--- config.mk ---
export PLATFORM = sky130hd
export DESIGN_NAME = weight_preloader
export DESIGN_NICKNAME = d
export VERILOG_FILES = /design/src/rtl/weight_preloader.sv
export SDC_FILE = /design/constraint.sdc
export NUM_CORES = 1
export LEC_CHECK = 0
export BUFFER_PORTS_ARGS = -buffer_cell sky130_fd_sc_hd__buf_4
export CAP_MARGIN = 40
export CELL_PAD_IN_SITES_DETAIL_PLACEMENT = 1
export CELL_PAD_IN_SITES_GLOBAL_PLACEMENT = 2
export CORE_UTILIZATION = 31
export DETAILED_ROUTE_END_ITERATION = 8
export PLACE_DENSITY = 0.88
export SLEW_MARGIN = 25
export SYNTH_ARGS = -nofsm -noshare
export SYNTH_HDL_FRONTEND = slang
export SYNTH_SLANG_ARGS = --single-unit
--- constraint.sdc ---
create_clock -name clk -period 2.15 [get_ports clk]
set_clock_uncertainty 0.1 [all_clocks]
set_input_delay 0.1075 -clock clk [delete_from_list [all_inputs] [get_ports clk]]
set_output_delay 0.1075 -clock clk [all_outputs]
set_load 0.005 [all_outputs]
--- src/rtl/weight_preloader.sv ---
// Streams a ROWS x COLS weight tile into the mesh configuration port, then pulses start.
// Elements are accepted in row-major order; each accepted element is emitted one cycle later.
module weight_preloader #(
  parameter int unsigned DW    = 8,
  parameter int unsigned ROWS  = 16,
  parameter int unsigned COLS  = 12,
  parameter int unsigned ROW_W = 4,
  parameter int unsigned COL_W = 4
) (
  input  logic                           clk,
  input  logic                           rst_n,
  input  logic                           load_req,
  input  logic                           abort,
  input  logic                           in_valid,
  output logic                           in_ready,
  input  logic signed [DW-1:0]           in_data,
  output logic                           preload_valid,
  output logic        [ROW_W+COL_W-1:0]  preload_addr,
  output logic signed [DW-1:0]           preload_data,
  output logic                           start,
  output logic                           busy
);

  typedef enum logic [1:0] {StIdle, StLoad, StFire} state_e;

  state_e                   state_q, state_d;
  logic [ROW_W-1:0]         row_q, row_d;
  logic [COL_W-1:0]         col_q, col_d;
  logic                     pv_q, pv_d;
  logic [ROW_W+COL_W-1:0]   addr_q, addr_d;
  logic signed [DW-1:0]     data_q, data_d;
  logic                     start_q, start_d;

  logic accept;
  logic last_row;
  logic last_col;

  // abort wins over a simultaneous handshake: the element is dropped, not emitted
  assign accept   = (state_q == StLoad) && in_valid && !abort;
  assign last_row = (row_q == ROW_W'(ROWS - 1));
  assign last_col = (col_q == COL_W'(COLS - 1));

  always_comb begin
    state_d = state_q;
    row_d   = row_q;
    col_d   = col_q;
    pv_d    = 1'b0;
    addr_d  = addr_q;
    data_d  = data_q;
    start_d = 1'b0;
    unique case (state_q)
      StIdle: begin
        if (load_req) begin
          state_d = StLoad;
          row_d   = '0;
          col_d   = '0;
        end
      end
      StLoad: begin
        if (abort) begin
          state_d = StIdle;
        end else if (accept) begin
          pv_d   = 1'b1;
          addr_d = {row_q, col_q};
          data_d = in_data;
          if (last_col) begin
            col_d = '0;
            if (last_row) begin
              row_d   = '0;
              state_d = StFire;
            end else begin
              row_d = row_q + 1'b1;
            end
          end else begin
            col_d = col_q + 1'b1;
          end
        end
      end
      StFire: begin
        // the final beat is on the port this cycle; start follows it
        start_d = 1'b1;
        state_d = StIdle;
      end
      default: begin
        state_d = StIdle;
      end
    endcase
  end

  always_ff @(posedge clk or negedge rst_n) begin
    if (!rst_n) begin
      state_q <= StIdle;
      row_q   <= '0;
      col_q   <= '0;
      pv_q    <= 1'b0;
      addr_q  <= '0;
      data_q  <= '0;
      start_q <= 1'b0;
    end else begin
      state_q <= state_d;
      row_q   <= row_d;
      col_q   <= col_d;
      pv_q    <= pv_d;
      addr_q  <= addr_d;
      data_q  <= data_d;
      start_q <= start_d;
    end
  end

  assign in_ready      = (state_q == StLoad);
  assign preload_valid = pv_q;
  assign preload_addr  = addr_q;
  assign preload_data  = data_q;
  assign start         = start_q;
  // start cycle is already back in StIdle but still counts as busy
  assign busy          = (state_q != StIdle) || start_q;

endmodule

==> qor.yml, run 1 <==
grt:
  grt_max_degree: 29
  grt-ovfl-total: 0
  grt_pass1_vias: 1079
  track_usage_pct: 14.62
  grt_antenna_before_repair: 0
  grt_first_pass_wirelength_mm: 4.781
cts:
  cts-htree-levels: 1
  clkSlewWorstSetupHoldPaths_ns: 0.10
  cts_setup_buffers: 0
  clock_path_buffers: 2
  cts_resized: 0
  cts_root_buf: "clkbuf_8"
  cts_tree: "done"
  cts_buffers: 3
  cts_sinks: 28
  clk_latency_ns: 0.28
  cts_hold_buffers: 10
place:
  post_dp_cell_area_um2: 1533
  gp_congestion: 0.8505
  dp_cells: 201
  place_hpwl_mm: 2.013
  pre_cts_slack_ns: 0.3346
  portBuffers: 32
timing:
  worstMarginPinSlew_ns: 0.3968
  slew_headroom_pct: 73.54
  fmax_ghz: 0.5542
  setup_tns_ns: 0
  period_share_pct: 83.92
  setup_viol: 0
  rsz0062_at_grt: "false"
  slew_viol_final: 0
  period_minus_slack_ns: 1.804
  whs_ns: 0.04601
  fin_ws_ns: 0.3457
  hold_viol_final: 0
die:
  rows: 22
  die_w_um: 65.44
  die_y_um: 65.44
  core_um2: 3771
  die_area_um2: 4282
  start_util_pct: 33.08
  io_pins: 33
logic_synthesis:
  synth.most_common_cell: "nand2_1"
  synth-seq-cells: 28
  ys.flop_type: "dfrtp_1"
  synth_top_area_share_pct: 56.17
  synth_enable_flop_cells: 0
  ys.warnings.count: 0
  syn_area_um2: 1247
  synth_cell_types: 30
  syn-num-nets: 139
  synthTopCellsByCount: "nand2_1 (43), dfrtp_1 (28), inv_1 (6)"
  synth_area_leaders: "dfrtp_1 (56%), nand2_1 (13%), mux2i_1 (3.2%), nand4bb_4 (2.2%), ha_1 (2.0%)"
  synth_area_per_cell_um2: 10.06
  synthCells: 124
  ys_async_sr_fraction_pct: 100.0
  ys_seq_area_share_pct: 56.17
  yosys.area.top_type: "dfrtp_1"
critical_path:
  worstPathArrival_ns: 1.91
  path_buf_inv: 2
  crit_cells: 5
  worst_setup_path_start_kind: "input pin"
  path_max_fanout: 24
  reg2regPathDepth: 3
  cp_slowest_cell: "or4_1"
  crit_type: "in -> reg"
  required_ns: 2.26
  crit_chain: "dlygate4sd3_1 > buf_4 > nand4bb_4 > or4_1 > o211ai_1"
  cpPeakStageDelay_ns: 0.60
  cpLargestDelayFamily: "simple AND/OR/NAND/NOR gates"
  endpoint_kind: "flip-flop"
power:
  power_density_nw_per_um2: 821.3
  finalPower_mw: 1.400
  peakVddDrop_v: 0.0003642
  leakage_nw: 0.8570
finish:
  nets: 183
  fin_cells: 215
  drive_above_1_share_pct: 25.15
  syn2layout_area_growth_pct: 36.61
  n_antenna_cell: 0
  final_area_um2: 1704
  utilization_pct: 45.19
drt:
  drcViolationCount: 0
  drt-total-wl_mm: 2.811
  wl_per_cell_um: 13.07
  postRouteAntennaNets: 0
  viasPerCell: 4.823
  drt_iter0_drc: 15
  first_pass_iters: 4
  vias: 1037
worst_hold_path:
  min_delay_path_depth: 3
  hp-class: "in -> reg"
run:
  cap_violations: 0
status:
  status: "completed"
==> kinds of logic after synthesis <==
group | after synthesis | synth area share (%)
DFF | 28 | 56.17
AOI/OAI and AO/OA | 14 | 7.923
adders and majority gates | 2 | 2.006
buffers and inverters | 11 | 4.212
and+or+nand+nor | 65 | 26.48
muxes | 4 | 3.210
==> where the power goes <==
part	switching, mW	internal (mW)
sequential	0.0691	0.614
clock	0.168	0.250
combinational	0.132	0.166
total	0.369	1.03
==> area by class of cell <==
cell class | count | area, um2
clock buffer | 3 | 41.29
clock inverter | 1 | 30.03
fill | 424 | 2067
inverter | 6 | 22.52
multi-input combinational | 85 | 494.2
sequential | 28 | 700.7
tap | 48 | 60.06
timing repair buffer | 44 | 355.3
==> sequential cells by signal, summed over array words and instances (netlist names) <==
| signal | count |
|---|---|
| preload_addr | 8 |
| state_q | 2 |
| preload_data | 8 |
| col_q | 4 |
| row_q | 4 |
| preload_valid | 1 |
| start | 1 |
==> metal layers <==
metal  vias up  share of wire (%)  track usage (%)
met5         -                  0                0
met4         0               0.82            4.076
met3         3                4.6            3.125
met2        31                 47            24.74
met1       501                 48            18.70
li1        502                  -                -
==> worst reg2reg max path, delay by kind of cell, from the launching register on <==
| family | cells | cell delay (ns) |
|---|---|---|
| AO/OA/AOI/OAI | 1 | 0.10 |
| flip-flops | 1 | 0.48 |
| AND/OR/NAND/NOR | 2 | 1.04 |
==> placed cells by master, fill, tap and decap left out, types with 3 or more instances in the layout <==
cell type      count
nand2_1           43
buf_4             34
dfrtp_1           28
dlygate4sd3_1     10
inv_1              6
nand3_1            5
o21ai_0            5
mux2i_1            4
o211ai_1           3
clkbuf_8           3
==> final timing paths <==
check,start,slack (ns),end
max in group asynchronous,rst_n,1.50,preload_addr[7]
hold / removal,in_valid,0.05,row_q[0]
setup reg to reg,state_q[1],0.36,row_q[3]
hold reg to reg,preload_data[7],0.39,preload_data[7]
setup / recovery,abort,0.35,row_q[3]
min in group asynchronous,rst_n,0.18,col_q[3]
(Power assumes the default switching activity.)
==> run 2: changes to the inputs <==
--- a/config.mk
+++ b/config.mk
@@ -5,13 +5,14 @@
 export SDC_FILE = /design/constraint.sdc
 export NUM_CORES = 1
 export LEC_CHECK = 0
+export ABC_AREA = 1
 export BUFFER_PORTS_ARGS = -buffer_cell sky130_fd_sc_hd__buf_4
 export CAP_MARGIN = 40
 export CELL_PAD_IN_SITES_DETAIL_PLACEMENT = 1
 export CELL_PAD_IN_SITES_GLOBAL_PLACEMENT = 2
-export CORE_UTILIZATION = 31
+export CORE_UTILIZATION = 27
 export DETAILED_ROUTE_END_ITERATION = 8
-export PLACE_DENSITY = 0.88
+export PLACE_DENSITY = 0.85
 export SLEW_MARGIN = 25
 export SYNTH_ARGS = -nofsm -noshare
 export SYNTH_HDL_FRONTEND = slang
==> constraint.sdc (replaced) <==
create_clock -name clk -period 1.5 [get_ports clk]
set_clock_uncertainty 0.1 [all_clocks]
set_input_delay 0.075 -clock clk [delete_from_list [all_inputs] [get_ports clk]]
set_output_delay 0.075 -clock clk [all_outputs]
set_load 0.005 [all_outputs]
==> run 2 against run 1 <==
  * Routed wire length grew 16%
  * Combinational power increased to 3.0 times the previous value
  * Worst setup slack got worse by 0.26 ns
  * Critical path type is now reg -> reg
==> qor.yml, run 2 <==
logic_synthesis:
  synthCells: 156  # was 124
  synth_area_leaders: "dfrtp_1 (53%), nand2_1 (19%), inv_1 (4.3%), nand3_1 (4.2%), o21ai_2 (4.0%)"  # was dfrtp_1 (56%), nand2_1 (13%), mux2i_1 (3.2%), nand4bb_4 (2.2%), ha_1 (2.0%)
  synth_area_per_cell_um2: 8.470  # was 10.06 um2
  synth_top_area_share_pct: 53.03  # was 56.17%
  synth-seq-cells: 28  # unchanged
  synth.most_common_cell: "nand2_1"  # unchanged
  ys_seq_area_share_pct: 53.03  # was 56.17%
  ys.warnings.count: 0  # unchanged
  yosys.area.top_type: "dfrtp_1"  # unchanged
  synthTopCellsByCount: "nand2_1 (66), dfrtp_1 (28), inv_1 (15)"  # was nand2_1 (43), dfrtp_1 (28), inv_1 (6)
  syn-num-nets: 171  # was 139
  syn_area_um2: 1321  # was 1247 um2
  ys.flop_type: "dfrtp_1"  # unchanged
  synth_enable_flop_cells: 0  # unchanged
  synth_cell_types: 18  # was 30
  ys_async_sr_fraction_pct: 100.0  # unchanged
critical_path:
  crit_path_frequent_cell: "nor2_2"
  cp_slowest_cell: "dfrtp_2"  # was or4_1
  crit_type: "reg -> reg"  # was in -> reg
  crit_chain: "buf_4 > inv_1 > nand3_1 > nor2_2 > nand2_1 > nor2_2 > o21ai_0"  # was dlygate4sd3_1 > buf_4 > nand4bb_4 > or4_1 > o211ai_1
  cpPeakStageDelay_ns: 0.44  # was 0.60 ns
  endpoint_kind: "flip-flop"  # unchanged
  required_ns: 1.56  # was 2.26 ns
  path_max_fanout: 3  # was 24
  worstPathArrival_ns: 1.47  # was 1.91 ns
  path_buf_inv: 2  # unchanged
  worst_setup_path_start_kind: "flip-flop"  # was input pin
  cpLargestDelayFamily: "flip-flops"  # was simple AND/OR/NAND/NOR gates
grt:
  grt_pass1_vias: 1221  # was 1,079
  track_usage_pct: 14.07  # was 14.62%
  grt-ovfl-total: 0  # unchanged
  grt_antenna_before_repair: 0  # unchanged
  grt_max_degree: 29  # unchanged
  grt_first_pass_wirelength_mm: 5.685  # was 4.781 mm
die:
  start_util_pct: 27.97  # was 33.08%
  die_w_um: 71.96  # was 65.44 um
  core_um2: 4723  # was 3771 um2
  io_pins: 33  # unchanged
  die_y_um: 71.96  # was 65.44 um
  die_area_um2: 5178  # was 4282 um2
  rows: 25  # was 22
drt:
  drt-total-wl_mm: 3.252  # was 2.811 mm
  vias: 1161  # was 1,037
  drt_iter0_drc: 46  # was 15
  drcViolationCount: 0  # unchanged
  first_pass_iters: 4  # unchanged
  viasPerCell: 4.191  # was 4.823
  wl_per_cell_um: 11.74  # was 13.07 um
  postRouteAntennaNets: 0  # unchanged
finish:
  fin_cells: 277  # was 215
  syn2layout_area_growth_pct: 45.08  # was 36.61%
  final_cell_mix: "nand2_1 (65), buf_4 (40), dfrtp_1 (26)"  # was nand2_1 (43), buf_4 (34), dfrtp_1 (28)
  final_common_cell: "nand2_1"  # unchanged
  utilization_pct: 40.58  # was 45.19%
  nets: 226  # was 183
  drive_above_1_share_pct: 32.38  # was 25.15%
  num-fill-cells: 560  # was 424
  n_antenna_cell: 0  # unchanged
place:
  dp_cells: 258  # was 201
  gp_congestion: 0.8010  # was 0.8505
  place_hpwl_mm: 2.323  # was 2.013 mm
  portBuffers: 32  # unchanged
timing:
  worstMarginPinSlew_ns: 0.3554  # was 0.3968 ns
  slew_viol_final: 0  # unchanged
  slew_headroom_pct: 76.31  # was 73.54%
  setup_viol: 0  # unchanged
  period_minus_slack_ns: 1.414
  period_share_pct: 94.29
  fmax_ghz: 0.7071
  hold_viol_final: 0  # unchanged
cts:
  cts_sinks: 28  # unchanged
  clock_path_buffers: 2  # unchanged
  cts_buffers: 3  # unchanged
  clk_latency_ns: 0.27  # was 0.28 ns
  cts_root_buf: "clkbuf_8"  # unchanged
  cts_tree: "done"  # unchanged
  clkSlewWorstSetupHoldPaths_ns: 0.09  # was 0.10 ns
  cts-htree-levels: 1  # unchanged
status:
  status: "completed"  # unchanged
worst_hold_path:
  hp-class: "in -> async"  # was in -> reg
power:
  peakVddDrop_v: 0.0003316  # was 0.0003642 V
  leakage_nw: 1.006  # was 0.8570 nW
  power_density_nw_per_um2: 1345  # was 821.3 nW/um2
run:
  cap_violations: 0  # unchanged
-- run 2: changes by cell type after synthesis, sizes merged, moves of 3 or more --
cell,delta
inv,+10
mux2i,-4
nand2,+25
nand3,+8
nor2,+9
o211ai,-3
o21ai,+4
-- run 2: worst reg2reg max path, stage by stage (launching register included) --
cell and delay [ns]:
dfrtp_2 0.44, buf_4 0.16, inv_1 0.08, nand3_1 0.08
nor2_2 0.11, nand2_1 0.11, nor2_2 0.12, o21ai_0 0.09
-- run 2: cell families (layout without fill, tap and decap cells) --
group | after synthesis | count (layout) | share of synthesized area (%)
fa+ha+maj | 2 | 2 | 1.894
simple gates | 96 | 96 | 33.33
compound gates | 11 | 11 | 5.871
flops | 28 | 28 | 53.03
buf+inv | 19 | 73 | 5.871
-- run 2: power by group --
group          total, mW  leakage (nW)  internal, mW  switching (mW)
registers           1.08         0.366         0.950           0.128
clock network      0.595        0.0357         0.357           0.237
logic              0.907         0.604         0.467           0.440
total               2.58          1.01          1.77           0.805
-- run 2: timing repair --
action                                  4_1_cts  5_1_grt
pin swaps                                     1        1
endpoints found under the hold margin        38        0
hold buffers                                 11        0
endpoints found under the setup margin        1        9
gates resized for setup                       5        7
buffers inserted                              2        2
-- run 2: worst paths after layout --
path / start / end / slack [ns] / cells after the start
setup / recovery: state_q[1] / state_q[0] / 0.09 / 7
hold / removal: rst_n / preload_addr[2] / 0.15 / 2
setup reg to reg: state_q[1] / state_q[0] / 0.09 / 7
hold reg to reg: preload_addr[7] / preload_addr[7] / 0.39 / 2
max in group asynchronous: rst_n / state_q[0] / 0.87 / 2
min in group clk: in_valid / state_q[1] / 0.15 / 5
-- run 2: layout make-up --
| cell class | instances | area [um2] | area share, % |
|---|---|---|---|
| flip-flops and latches | 28 | 703.2 | 36.68 |
| multi-input cells | 109 | 565.5 | 29.50 |
| inverters | 16 | 60.06 | 3.133 |
| clock inverters | 1 | 30.03 | 1.567 |
| clock buffers | 3 | 41.29 | 2.154 |
| well taps | 67 | 83.83 | 4.373 |
| repair buffers | 53 | 432.9 | 22.58 |
-- run 2: metrics by stage --
stage          setup TNS [ns]  hold WS [ns]  power (mW)  instance area (um2)  setup WS (ns)
3_3_place_gp                0      -0.08171       1.912                 1673         0.1043
2_1_floorplan               0       -0.3206       1.504                 1321         0.2111
5_1_grt              -0.04997        0.1745       2.795                 1917       -0.03790
3_5_place_dp                0      -0.08006       1.946                 1673        0.05199
6_report                    0        0.1457       2.579                 1917        0.08568
4_1_cts                     0       0.09373       2.589                 1879       0.002348
-- run 2: layer usage --
metal / up-vias / part of all wire, % / GRT usage [%]
li1: 592 / - / -
met1: 537 / 45 / 16.99
met2: 28 / 50 / 25.58
met3: 4 / 3.8 / 3.056
met4: 0 / 0.98 / 3.268
met5: - / 0 / 0
==> run 3: changes to the inputs <==
--- a/config.mk
+++ b/config.mk
@@ -10,9 +10,10 @@
 export CAP_MARGIN = 40
 export CELL_PAD_IN_SITES_DETAIL_PLACEMENT = 1
 export CELL_PAD_IN_SITES_GLOBAL_PLACEMENT = 2
-export CORE_UTILIZATION = 27
+export CORE_UTILIZATION = 28
+export CTS_BUF_LIST = sky130_fd_sc_hd__clkbuf_4
 export DETAILED_ROUTE_END_ITERATION = 8
-export PLACE_DENSITY = 0.85
+export PLACE_DENSITY = 0.87
 export SLEW_MARGIN = 25
 export SYNTH_ARGS = -nofsm -noshare
 export SYNTH_HDL_FRONTEND = slang
==> run 3 against run 2 <==
  * Die area decreased by 3.5%
  * Fmax decreased by 1.9%
  * Final area fell by 4.2%
  * Register-to-register slack hardly changed
  * Largest power group unchanged
  * Critical endpoint is now busy
  * Hold slack got worse by 0.10 ns
  * Clock power shrank 46%
  * The flow now finishes with violations (DRC)
==> qor.yml, run 3 (synthesis gave the netlist of run 2 again) <==
cts:
  cts_buffers: 3  # unchanged
  clock_path_buffers: 2  # unchanged
  clkSlewWorstSetupHoldPaths_ns: 0.16  # was 0.09 ns
  cts-htree-levels: 1  # unchanged
  cts_sinks: 28  # unchanged
  cts_tree: "done"  # unchanged
  cts_root_buf: "clkbuf_4"  # was clkbuf_8
  clk_latency_ns: 0.33  # was 0.27 ns
place:
  post_dp_cell_area_um2: 1632  # was 1673 um2
  place_hpwl_mm: 2.171  # was 2.323 mm
  portBuffers: 32  # unchanged
  gp_congestion: 0.7203  # was 0.8010
power:
  leakage_nw: 0.9752  # was 1.006 nW
  p_switching_mw: 0.7868  # was 0.8046 mW
  power.share.sequential_pct: 49.8  # was 41.8%
  swShare_pct: 35.05  # was 31.20%
  finalPower_mw: 2.245  # was 2.579 mW
  peakVddDrop_v: 0.0004452  # was 0.0003316 V
  clkPwrFrac_pct: 14.3  # was 23.1%
  p_comb_share_pct: 35.9  # was 35.2%
  power_density_nw_per_um2: 1222  # was 1345 nW/um2
  internal-power_mw: 1.458  # was 1.774 mW
die:
  die_y_um: 70.70  # was 71.96 um
  die_w_um: 70.70  # was 71.96 um
  rows: 24  # was 25
  die_area_um2: 4998  # was 5178 um2
  core_um2: 4444  # was 4723 um2
  io_pins: 33  # unchanged
  start_util_pct: 29.73  # was 27.97%
drt:
  postRouteAntennaNets: 0  # unchanged
  drt_iter0_drc: 57  # was 46
  drcViolationCount: 10  # was 0
  viasPerCell: 4.500  # was 4.191
  drt-total-wl_mm: 3.305  # was 3.252 mm
  wl_per_cell_um: 12.71  # was 11.74 um
  first_pass_iters: 6  # was 4
  vias: 1170  # was 1,161
finish:
  drive_above_1_share_pct: 30.77  # was 32.38%
  final_area_um2: 1837  # was 1917 um2
  n_antenna_cell: 0  # unchanged
  final_common_cell: "nand2_1"  # unchanged
  num-fill-cells: 531  # was 560
  final_cell_mix: "nand2_1 (64), buf_4 (38), dfrtp_1 (27)"  # was nand2_1 (65), buf_4 (40), dfrtp_1 (26)
  syn2layout_area_growth_pct: 39.02  # was 45.08%
  nets: 224  # was 226
critical_path:
  crit_type: "reg -> out"  # was reg -> reg
  cpPeakStageDelay_ns: 0.44  # about the same
  cp_slowest_cell: "dfrtp_1"  # was dfrtp_2
  required_ns: 1.32  # was 1.56 ns
  crit_chain: "nor2_4 > inv_2 > or2_4 > buf_6"  # was buf_4 > inv_1 > nand3_1 > nor2_2 > nand2_1 > nor2_2 > o21ai_0
  worst_setup_path_start_kind: "flip-flop"  # unchanged
  cpLargestDelayFamily: "flip-flops"  # unchanged
  r2r_setup_slack_ns: 0.09  # about the same
  path_buf_inv: 2  # unchanged
  endpoint_kind: "primary output"  # was flip-flop
  path_max_fanout: 2  # was 3
  worstPathArrival_ns: 1.27  # was 1.47 ns
timing:
  period_share_pct: 96.09  # was 94.29%
  whs_ns: 0.04462  # was 0.1457 ns
  rsz0062_at_grt: "true"
  worstMarginPinSlew_ns: 0.3722  # was 0.3554 ns
  slew_headroom_pct: 75.19  # was 76.31%
  slew_viol_final: 0  # unchanged
  period_minus_slack_ns: 1.441  # was 1.414 ns
  hold_viol_final: 0  # unchanged
  setup_viol: 0  # unchanged
  fmax_ghz: 0.6938  # was 0.7071 GHz
run:
  cap_violations: 0  # unchanged
status:
  violations: "DRC"
  status: "complete, but fails checks"  # was completed
grt:
  grt_antenna_before_repair: 0  # unchanged
  grt_pass1_vias: 1211  # was 1,221
  grt_max_degree: 29  # unchanged
  grt_first_pass_wirelength_mm: 5.768  # was 5.685 mm
  grt-ovfl-total: 0  # unchanged
  track_usage_pct: 14.45  # was 14.07%
worst_hold_path:
  hp-class: "in -> reg"  # was in -> async
run 3: per-stage QoR:
stage	instances	setup TNS [ns]	util, %	setup slack [ns]
6_report	260	0	41.33	0.05871
5_1_grt	260	-0.01748	41.33	-0.01748
4_1_cts	259	0	40.88	0.02690
3_5_place_dp	240	0	36.71	0.09000
3_3_place_gp	240	0	36.71	0.07897
2_1_floorplan	156	0	-	0.2111
run 3: per-layer routing:
layer | share of wire (%) | global-route usage [%] | up-vias
li1 | - | - | 595
met1 | 49 | 19.77 | 543
met2 | 46 | 24.25 | 30
met3 | 5.3 | 2.564 | 2
met4 | 0.33 | 2.667 | 0
met5 | 0 | 0 | -
run 3: layout make-up:
| type | instances | area [um2] | share of cell area [%] |
|---|---|---|---|
| Clock inverter | 1 | 3.754 | 0.2044 |
| Tap cell | 52 | 65.06 | 3.542 |
| Sequential cell | 28 | 701.9 | 38.22 |
| Timing Repair Buffer | 51 | 417.9 | 22.75 |
| Clock buffer | 3 | 22.52 | 1.226 |
| Multi-Input combinational cell | 109 | 563.0 | 30.65 |
| Inverter | 16 | 62.56 | 3.406 |
run 3: worst paths after layout:
kind                            cells after the start       startpoint               to
worst max-delay path                                4       state_q[0]             busy
worst min-delay path                                5         in_valid       state_q[1]
worst max register to register                      7       state_q[1]  preload_data[0]
worst min register to register                      2  preload_addr[5]  preload_addr[5]
max in group asynchronous                           2            rst_n       state_q[1]
min in group asynchronous                           2            rst_n  preload_data[2]
run 3: repair_timing:
action	in CTS	in global routing
gates cloned	0	0
buffers inserted	4	1
hold buffers	11	0
hold endpoints to repair	39	0
endpoints found under the setup margin	1	25
resized for setup	7	5
pin swaps	1	4
run 3: power groups by stage:
stage / clock network, mW / logic (mW) / registers [mW]
floorplan: 0 / 0.393 / 1.11
global placement: 0 / 0.725 / 1.13
detailed placement: 0 / 0.739 / 1.13
CTS: 0.339 / 0.797 / 1.12
global route: 0.368 / 0.918 / 1.15
finish: 0.322 / 0.805 / 1.12
run 3: tightest hold or removal path, delay by kind of cell:
kind,cells,cell delay [ns]
buffers and inverters,1,0.13
and+or+nand+nor,4,0.27
